$ cat src/rtl/clock_display_pkg.sv
// Shared constants for the clock display scanner: active-low segment codes,
// digit slot numbers and the snapshot record of the displayed time.
package clock_display_pkg;

   localparam logic [7:0] SEG_0     = 8'hC0;
   localparam logic [7:0] SEG_1     = 8'hF9;
   localparam logic [7:0] SEG_2     = 8'hA4;
   localparam logic [7:0] SEG_3     = 8'hB0;
   localparam logic [7:0] SEG_4     = 8'h99;
   localparam logic [7:0] SEG_5     = 8'h92;
   localparam logic [7:0] SEG_6     = 8'h82;
   localparam logic [7:0] SEG_7     = 8'hF8;
   localparam logic [7:0] SEG_8     = 8'h80;
   localparam logic [7:0] SEG_9     = 8'h90;
   localparam logic [7:0] SEG_E     = 8'h86;
   localparam logic [7:0] SEG_DASH  = 8'hBF;
   localparam logic [7:0] SEG_BLANK = 8'hFF;

   // Digit slots, rightmost first; the display reads HH-MM-SS.
   localparam logic [2:0] IDX_SEC_ONES  = 3'd0;
   localparam logic [2:0] IDX_SEC_TENS  = 3'd1;
   localparam logic [2:0] SEP_IDX_A     = 3'd2;
   localparam logic [2:0] IDX_MIN_ONES  = 3'd3;
   localparam logic [2:0] IDX_MIN_TENS  = 3'd4;
   localparam logic [2:0] SEP_IDX_B     = 3'd5;
   localparam logic [2:0] IDX_HOUR_ONES = 3'd6;
   localparam logic [2:0] IDX_HOUR_TENS = 3'd7;

   typedef struct packed {
      logic [7:0] hour;
      logic [7:0] minute;
      logic [7:0] second;
   } bcd_time_t;

endpackage

$ cat src/rtl/seg7_decode.sv
// Combinational BCD nibble to active-low 7-segment decoder; non-decimal
// nibbles show 'E' so corrupt input is visible on the display.
module seg7_decode
   import clock_display_pkg::*;
(
   input  logic [3:0] nibble,
   output logic [7:0] seg
);

   always_comb begin
      case (nibble)
         4'h0:    seg = SEG_0;
         4'h1:    seg = SEG_1;
         4'h2:    seg = SEG_2;
         4'h3:    seg = SEG_3;
         4'h4:    seg = SEG_4;
         4'h5:    seg = SEG_5;
         4'h6:    seg = SEG_6;
         4'h7:    seg = SEG_7;
         4'h8:    seg = SEG_8;
         4'h9:    seg = SEG_9;
         default: seg = SEG_E;
      endcase
   end

endmodule

$ cat src/rtl/clock_display_scan.sv
// Scans the BCD time onto an 8-digit common-anode display as HH-MM-SS,
// snapshotting the inputs once per frame so a frame never tears.
module clock_display_scan
   import clock_display_pkg::*;
#(
   parameter int SCAN_DIV = 16,
   parameter bit LZB      = 1'b1
)(
   input  logic       clk,
   input  logic       rst,
   input  logic [7:0] hour,
   input  logic [7:0] minute,
   input  logic [7:0] second,
   output logic [7:0] an,
   output logic [7:0] seg,
   output logic       frame_start
);

   localparam int              PC_W    = (SCAN_DIV > 1) ? $clog2(SCAN_DIV) : 1;
   localparam logic [PC_W-1:0] PC_LAST = PC_W'(SCAN_DIV - 1);

   logic [PC_W-1:0] pc;
   logic [2:0]      idx;
   bcd_time_t       shadow;
   logic [3:0]      nibble;
   logic [7:0]      decoded;
   logic [7:0]      digit_seg;
   logic            digit_end;
   logic            frame_end;

   assign digit_end = (pc == PC_LAST);
   assign frame_end = digit_end && (idx == IDX_HOUR_TENS);

   always_ff @(posedge clk) begin
      if (rst) begin
         pc  <= '0;
         idx <= IDX_SEC_ONES;
      end else begin
         pc <= digit_end ? '0 : pc + PC_W'(1);
         if (digit_end)
            idx <= idx + 3'd1;
      end
   end

   // Loading on the same edge as idx 7->0 means digit 0 already shows new data.
   always_ff @(posedge clk) begin
      if (rst)
         shadow <= '0;
      else if (frame_end)
         shadow <= {hour, minute, second};
   end

   always_comb begin
      case (idx)
         IDX_SEC_ONES:  nibble = shadow.second[3:0];
         IDX_SEC_TENS:  nibble = shadow.second[7:4];
         IDX_MIN_ONES:  nibble = shadow.minute[3:0];
         IDX_MIN_TENS:  nibble = shadow.minute[7:4];
         IDX_HOUR_ONES: nibble = shadow.hour[3:0];
         IDX_HOUR_TENS: nibble = shadow.hour[7:4];
         default:       nibble = 4'h0;
      endcase
   end

   seg7_decode u_decode (
      .nibble (nibble),
      .seg    (decoded)
   );

   // Separators blink with the seconds LSB; dp is never lit.
   always_comb begin
      digit_seg = decoded;
      if (idx == SEP_IDX_A || idx == SEP_IDX_B)
         digit_seg = shadow.second[0] ? SEG_BLANK : SEG_DASH;
      else if (LZB && idx == IDX_HOUR_TENS && shadow.hour[7:4] == 4'h0)
         digit_seg = SEG_BLANK;
      digit_seg[7] = 1'b1;
   end

   always_ff @(posedge clk) begin
      if (rst) begin
         an  <= 8'hFF;
         seg <= SEG_BLANK;
      end else begin
         an  <= ~(8'h01 << idx);
         seg <= digit_seg;
      end
   end

   assign frame_start = !rst && (pc == '0) && (idx == IDX_SEC_ONES);

endmodule

$ cat config.mk
export PLATFORM = sky130hd
export DESIGN_NAME = clock_display_scan
export DESIGN_NICKNAME = d
export VERILOG_FILES = /design/src/rtl/clock_display_pkg.sv /design/src/rtl/seg7_decode.sv /design/src/rtl/clock_display_scan.sv
export SDC_FILE = /design/constraint.sdc
export NUM_CORES = 1
export LEC_CHECK = 0
export ABC_AREA = 1
export BUFFER_PORTS_ARGS = -buffer_cell sky130_fd_sc_hd__buf_2
export CORE_ASPECT_RATIO = 0.6
export CORE_MARGIN = 2
export CORE_UTILIZATION = 48
export CTS_CLUSTER_DIAMETER = 120
export DETAILED_ROUTE_END_ITERATION = 10
export PLACE_DENSITY = 0.71
export RECOVER_POWER = 100
export SYNTH_ARGS = -nofsm -noshare
export SYNTH_HDL_FRONTEND = slang
export SYNTH_SLANG_ARGS = --single-unit
$ cat constraint.sdc
create_clock -name clk -period 3.7 [get_ports clk]
set_input_delay 0.185 -clock clk [delete_from_list [all_inputs] [get_ports clk]]
set_output_delay 0.185 -clock clk [all_outputs]
set_load 0.01 [all_outputs]
Word level (Yosys, flattened, before mapping)
Memories as Yosys holds them, arrays and structs flattened.
Cells that the tools add are included.
{ "word_totals": {"ff_bits": 47, "rom_bits": 112, "out_inout_bits": 17, "wordCells": 35, "mem_count": 1} }
{ "mem_list": {"columns": ["name", "depth", "width", "read_ports", "rd_ports_with_merged_regs", "wr", "line_no", "source"], "rows": [
  ["(no name shown)", 16, 7, 1, 0, 0, "seg7_decode.sv:11", "case (nibble)"]
]} }
{ "op_classes": {"addsub": 2, "n_eq_ne": 8, "n_shift": 1, "muxes": 4, "bitwise_logic": 1, "reduce_logical": 10} }
{ "op_table": {"columns": ["operator", "n"], "rows": [
  ["$pmux W4 S6", 1],
  ["$mux W7", 3],
  ["$eq A3 B3 Y1 const B", 4],
  ["$logic_not A4 Y1", 2],
  ["$not A8 Y8", 1],
  ["$shl A1 B3 Y8 const A", 1],
  ["$eq A3 B2 Y1 const B", 2],
  ["$add A4 B1 Y4 const B", 1],
  ["$eq A4 B4 Y1 const B", 1],
  ["$logic_and A1 B1 Y1", 4],
  ["$add A3 B1 Y3 const B", 1],
  ["$eq A3 B1 Y1 const B", 1],
  ["$logic_not A3 Y1", 1],
  ["$reduce_or A2 Y1", 1],
  ["$logic_not A1 Y1", 1],
  ["$logic_or A1 B1 Y1", 1]
]} }

Longest topological paths before layout
An unclocked memory read counts as a cell.
{ "depth": {"depth_word": 5, "mapped_depth": 17} }

Hierarchy
A second synthesis with hierarchy kept.
{ "unflattened": {"hier_cells": 340, "hier_area_um2": 2327.2} }
{ "by_module_without_submodules": {"columns": ["module", "n_inst", "cells_each", "area_per_inst_um2"], "rows": [
  ["clock_display_scan", 1, 308, 2148.3],
  ["seg7_decode", 1, 32, 178.9]
]} }

Worst setup path after synthesis
Ideal clock, no wire load.
{ "synth_path": {"kind": "register to register", "from": "register idx[0]", "to": "register seg[3]", "setup_time_ps": 126, "arrival_time_ps": 1898, "setup_slack_ps": 1676, "stages_incl_launch_ff": 15, "path_buffers": 0, "synth_period_minus_slack_ps": 2024, "path_cell_list": "dfxtp_1 inv_2 ha_1 nand2_4 inv_4 nand2_1 nand2_1 nor2_1 nand2_1 nand2_1 inv_1 ha_1 or2_1 nand3_1 nand2_1"} }
{ "synth_between": {"elab_chain_cells": 5, "elab_cells_between_ends": 14, "classes_between": "eq/ne (7); mux (3); reduce/logical (3); memory (1)"} }
{ "synth_lines": {"columns": ["item", "line_no", "source"], "rows": [
  ["start: declaration", "clock_display_scan.sv:23", "logic [2:0] idx;"],
  ["start signal: assignment", "clock_display_scan.sv:41", "idx <= idx + 3'd1;"],
  ["$eq A3 B3 Y1 (tied with other cells)", "clock_display_scan.sv:54, clock_display_scan.sv:75", null],
  ["$pmux W4 S6", "clock_display_scan.sv:54", "case (idx)"],
  ["$mem_v2 Z16 W7", null, null],
  ["$mux W7", "clock_display_scan.sv:75", "else if (LZB && idx == IDX_HOUR_TENS && shadow.hour[7:4] == 4'h0)"],
  ["$mux W7 *", "clock_display_scan.sv:73", "if (idx == SEP_IDX_A || idx == SEP_IDX_B)"],
  ["end signal: assignment", "clock_display_scan.sv:86", "seg <= digit_seg;"],
  ["end: declaration", "clock_display_scan.sv:15", "output logic [7:0] seg,"]
]} }
Every way passes the cells marked *; elsewhere a longest branch is shown, timed or not.
A chain may end at the register's enable or synchronous reset.

Worst setup path in the final report
{ "layout_path": {"from": "register idx[2]", "to": "register seg[3]"} }
The elaborated chain is that of the path after synthesis.

==> flow_summary_export.csv <==
group,metric,value,unit
timing,rsz0062_at_grt,"false",
setup_path,crit_required,3.88,ns
timing,max_slew_margin,0.4431,
cts,clkLatencyLatePin,0.30,ns
setup_path,cp_top_family,"simple AND/OR/NAND/NOR gates",
synthesis,syn-cell-area,2157,sq um
synthesis,synth_top_cells_by_count,"57 x nor2_1, 54 x nand2_1, 46 x dfxtp_1",
cts,cts_setup_buffers,0,
cts,cts_tree,"built",
synthesis,ys_seq_area_frac,0.4269,
detailed_routing,drtPass1Iterations,4,
timing,max_freq,335.8,MHz
final_layout,final_layout_size_suffix_gt1_frac,0.1621,
pwr,vdd_drop_max,185.8,uV
cts,htree_num_levels,2,
setup_path,end_kind,"register",
final_layout,multi_input_area,1069,sq um
detailed_routing,wl,4663,um
synthesis,async_flop_share,0,
detailed_routing,postRouteAntennaNets,0,
timing,tns,0,ns
timing,finalSetupViolCount,0,
cts,cts-root-buf,"clkbuf_8",
detailed_routing,remaining_drc_errors,0,
setup_path,rrSetupSlack,0.72,ns
final_layout,antenna_cells,0,
placed_design,place_congestion,0.8555,
setup_path,critPathBufInv,2,
setup_path,cp_max_fo,16,
synthesis,syn_nets,327,
cts,hold_buffers,0,
synthesis,synthTopCellsByArea,"dfxtp_1 43%, nor2_1 9.9%, nand2_1 9.4%",
timing,hold_viol,0,
timing,drv_slew,0,
synthesis,synthDistinctLibCells,31,
setup_path,worst-setup-path-type,"reg -> reg",
cts,numCtsBuffers,5,
final_layout,layout.nets,366,
global_routing,antenna_found_initial,0,
synthesis,synth-seq-cells,46,
synthesis,synth_top_area_share,0.4269,
outcome,outcome,"finished clean",
placed_design,place_hpwl,3450,um
setup_path,slowest_delay,0.73,ns
final_layout,finish.instance_area,2447,sq um
die,coreArea,4212,sq um
timing,timing.final.crit_share,0.8049,
final_layout,area_growth,13.46,%
setup_path,cp_slowest_cell,"dfxtp_1",
setup_path,worst_ep_arrival_time,3.16,ns
synthesis,synthMostInstantiatedCell,"nor2_1",
die,die_y,55.93,um
cts,cts_resized,0,
timing,finalCriticalPeriod,2.978,ns
die,die_area,5064,sq um
global_routing,track_usage,0.2006,
setup_path,timing.critical_path.mode_cell,"nand2_1",
die,die_w,90.55,um
synthesis,synth_area_leader_cell,"dfxtp_1",
synthesis,synth_edf_count,0,
global_routing,grt_pass1_vias,1646,
setup_path,startpoint_type,"register",
cts,cts.sink_count,46,
setup_path,crit_chain,"clkinvlp_2 > ha_1 > nand2_1 > nand2_1 > nor2_1 > nand2_1 > nand2_1 > inv_1 > ha_1 > or2_0 > nand3_1 > nand2_1",
synthesis,ys.flop_type,"dfxtp_1",
placed_design,post_dp_cell_area,2387,sq um
detailed_routing,wl_per_cell,12.05,um
pwr,cellPowerDensity,348.6,nW/um^2
die,io_pins,43,
placed_design,placement.io_buffers,41,
timing,fin_skew,0.005273,ns
synthesis,yosysWarningCount,0,
flow_run,maxCapViolCount,0,
synthesis,syn_area_per_cell,7.516,sq um
cts,clockBufferDepth,2,
detailed_routing,vias_per_cell,4.734,
global_routing,grt-ovfl-total,0,
global_routing,grt_pass1_wl,8017,um
detailed_routing,routed-via-count,1832,
global_routing,grt_max_degree,38,
synthesis,syn_inst,287,
pwr,leakage,1.172,nW
cts,clk_pin_slew,0.08,ns
final_layout,area.sequential,920.9,sq um
final_layout,nFillCells,412,
pwr,power.total,0.8532,mW
die,initial_utilization,0.5122,
timing,max_slew.worst_pin.slew,0.8303,ns
die,fp-row-count,18,
detailed_routing,drtIter0Drc,91,
min_path,holdCritPathClass,"in -> reg",
registers in the layout, indices dropped and copies added (netlist names):
name    flops
shadow     24
an          8
pc          4
idx         3
seg         7
where the power goes:
part           internal [mW]  total [mW]  switching (mW)
combinational         0.0167      0.0366          0.0199
sequential             0.501       0.505         0.00326
clock                  0.151       0.312           0.161
per-layer routing:
layer | wire, um | vias up | GRT usage
met5 | 0 | - | 0
met4 | 56 | 0 | 0.06593
met3 | 273 | 7 | 0.05691
met2 | 1632 | 44 | 0.2420
met1 | 2700 | 802 | 0.3249
li1 | - | 979 | -
stage by stage:
stage                     cells    util  hold WS (ns)  worst slack, ns
after floorplan             287       -        0.2805            1.676
after global placement      379  0.5668        0.4057            1.338
after detailed placement    379  0.5668        0.4118            1.229
after CTS                   387  0.5885       0.09989            1.193
after global routing        387  0.5811        0.1018           0.4901
final                       387  0.5811        0.1037           0.7220
tightest hold or removal path: stages:
cell	delay, ns
buf_2	0.07
nor2_1	0.03
nor2_1	0.08
final cells by class:
cell class | count | area share
Multi-Input combinational cell | 205 | 0.4366
Clock inverter | 1 | 0.002045
Sequential cell | 46 | 0.3763
Timing Repair Buffer | 41 | 0.07515
Inverter | 27 | 0.04397
Tap cell | 60 | 0.03067
Clock buffer | 7 | 0.03528
layout by cell type, fill, tap and decap left out:
cell        synthesis  layout
nor2_1             57      60
nand2_1            54      54
dfxtp_1            46      46
o21ai_0            25      25
buf_2               4      24
nand3_1            23      23
inv_1              17      19
clkbuf_1            3      18
ha_1               14      14
clkbuf_8            0       6
nand2_4             4       4
a21oi_1             4       4
nand3_2             3       3
nand2_2             3       3
inv_2               4       2
clkinvlp_2          0       2
clkinv_1            2       2
clkinv_2            1       2
or2_0               0       2
o21ai_1             2       2
o211ai_2            1       1
nor4b_1             1       1
nor2_2              4       1
inv_4               3       1
or2_2               1       1
nor4_1              1       1
nor3_2              1       1
o21ai_2             1       1
or2_1               3       1
nor2_4              1       1
xor2_1              1       1
conb_1              1       1
kinds of logic after synthesis:
| group | synth area share |
|---|---|
| AOI/OAI and AO/OA | 0.08179 |
| xor gates and xnor gates | 0.004061 |
| adders and majority gates | 0.08121 |
| buffers and inverters | 0.07424 |
| DFF | 0.4269 |
| other | 0.001738 |
| and+or+nand+nor | 0.3300 |
path summary, 6_finish.rpt:
kind                        from                      to  cells after the start
max          idx[2]$_SDFFE_PP0N_       seg[3]$_SDFF_PP1_                     12
min                    minute[0]  shadow[8]$_SDFFE_PP0P_                      3
max reg2reg  idx[2]$_SDFFE_PP0N_       seg[3]$_SDFF_PP1_                     12
min reg2reg     pc[0]$_SDFF_PP0_        pc[0]$_SDFF_PP0_                      1
Power figures use the tool's default switching activity.
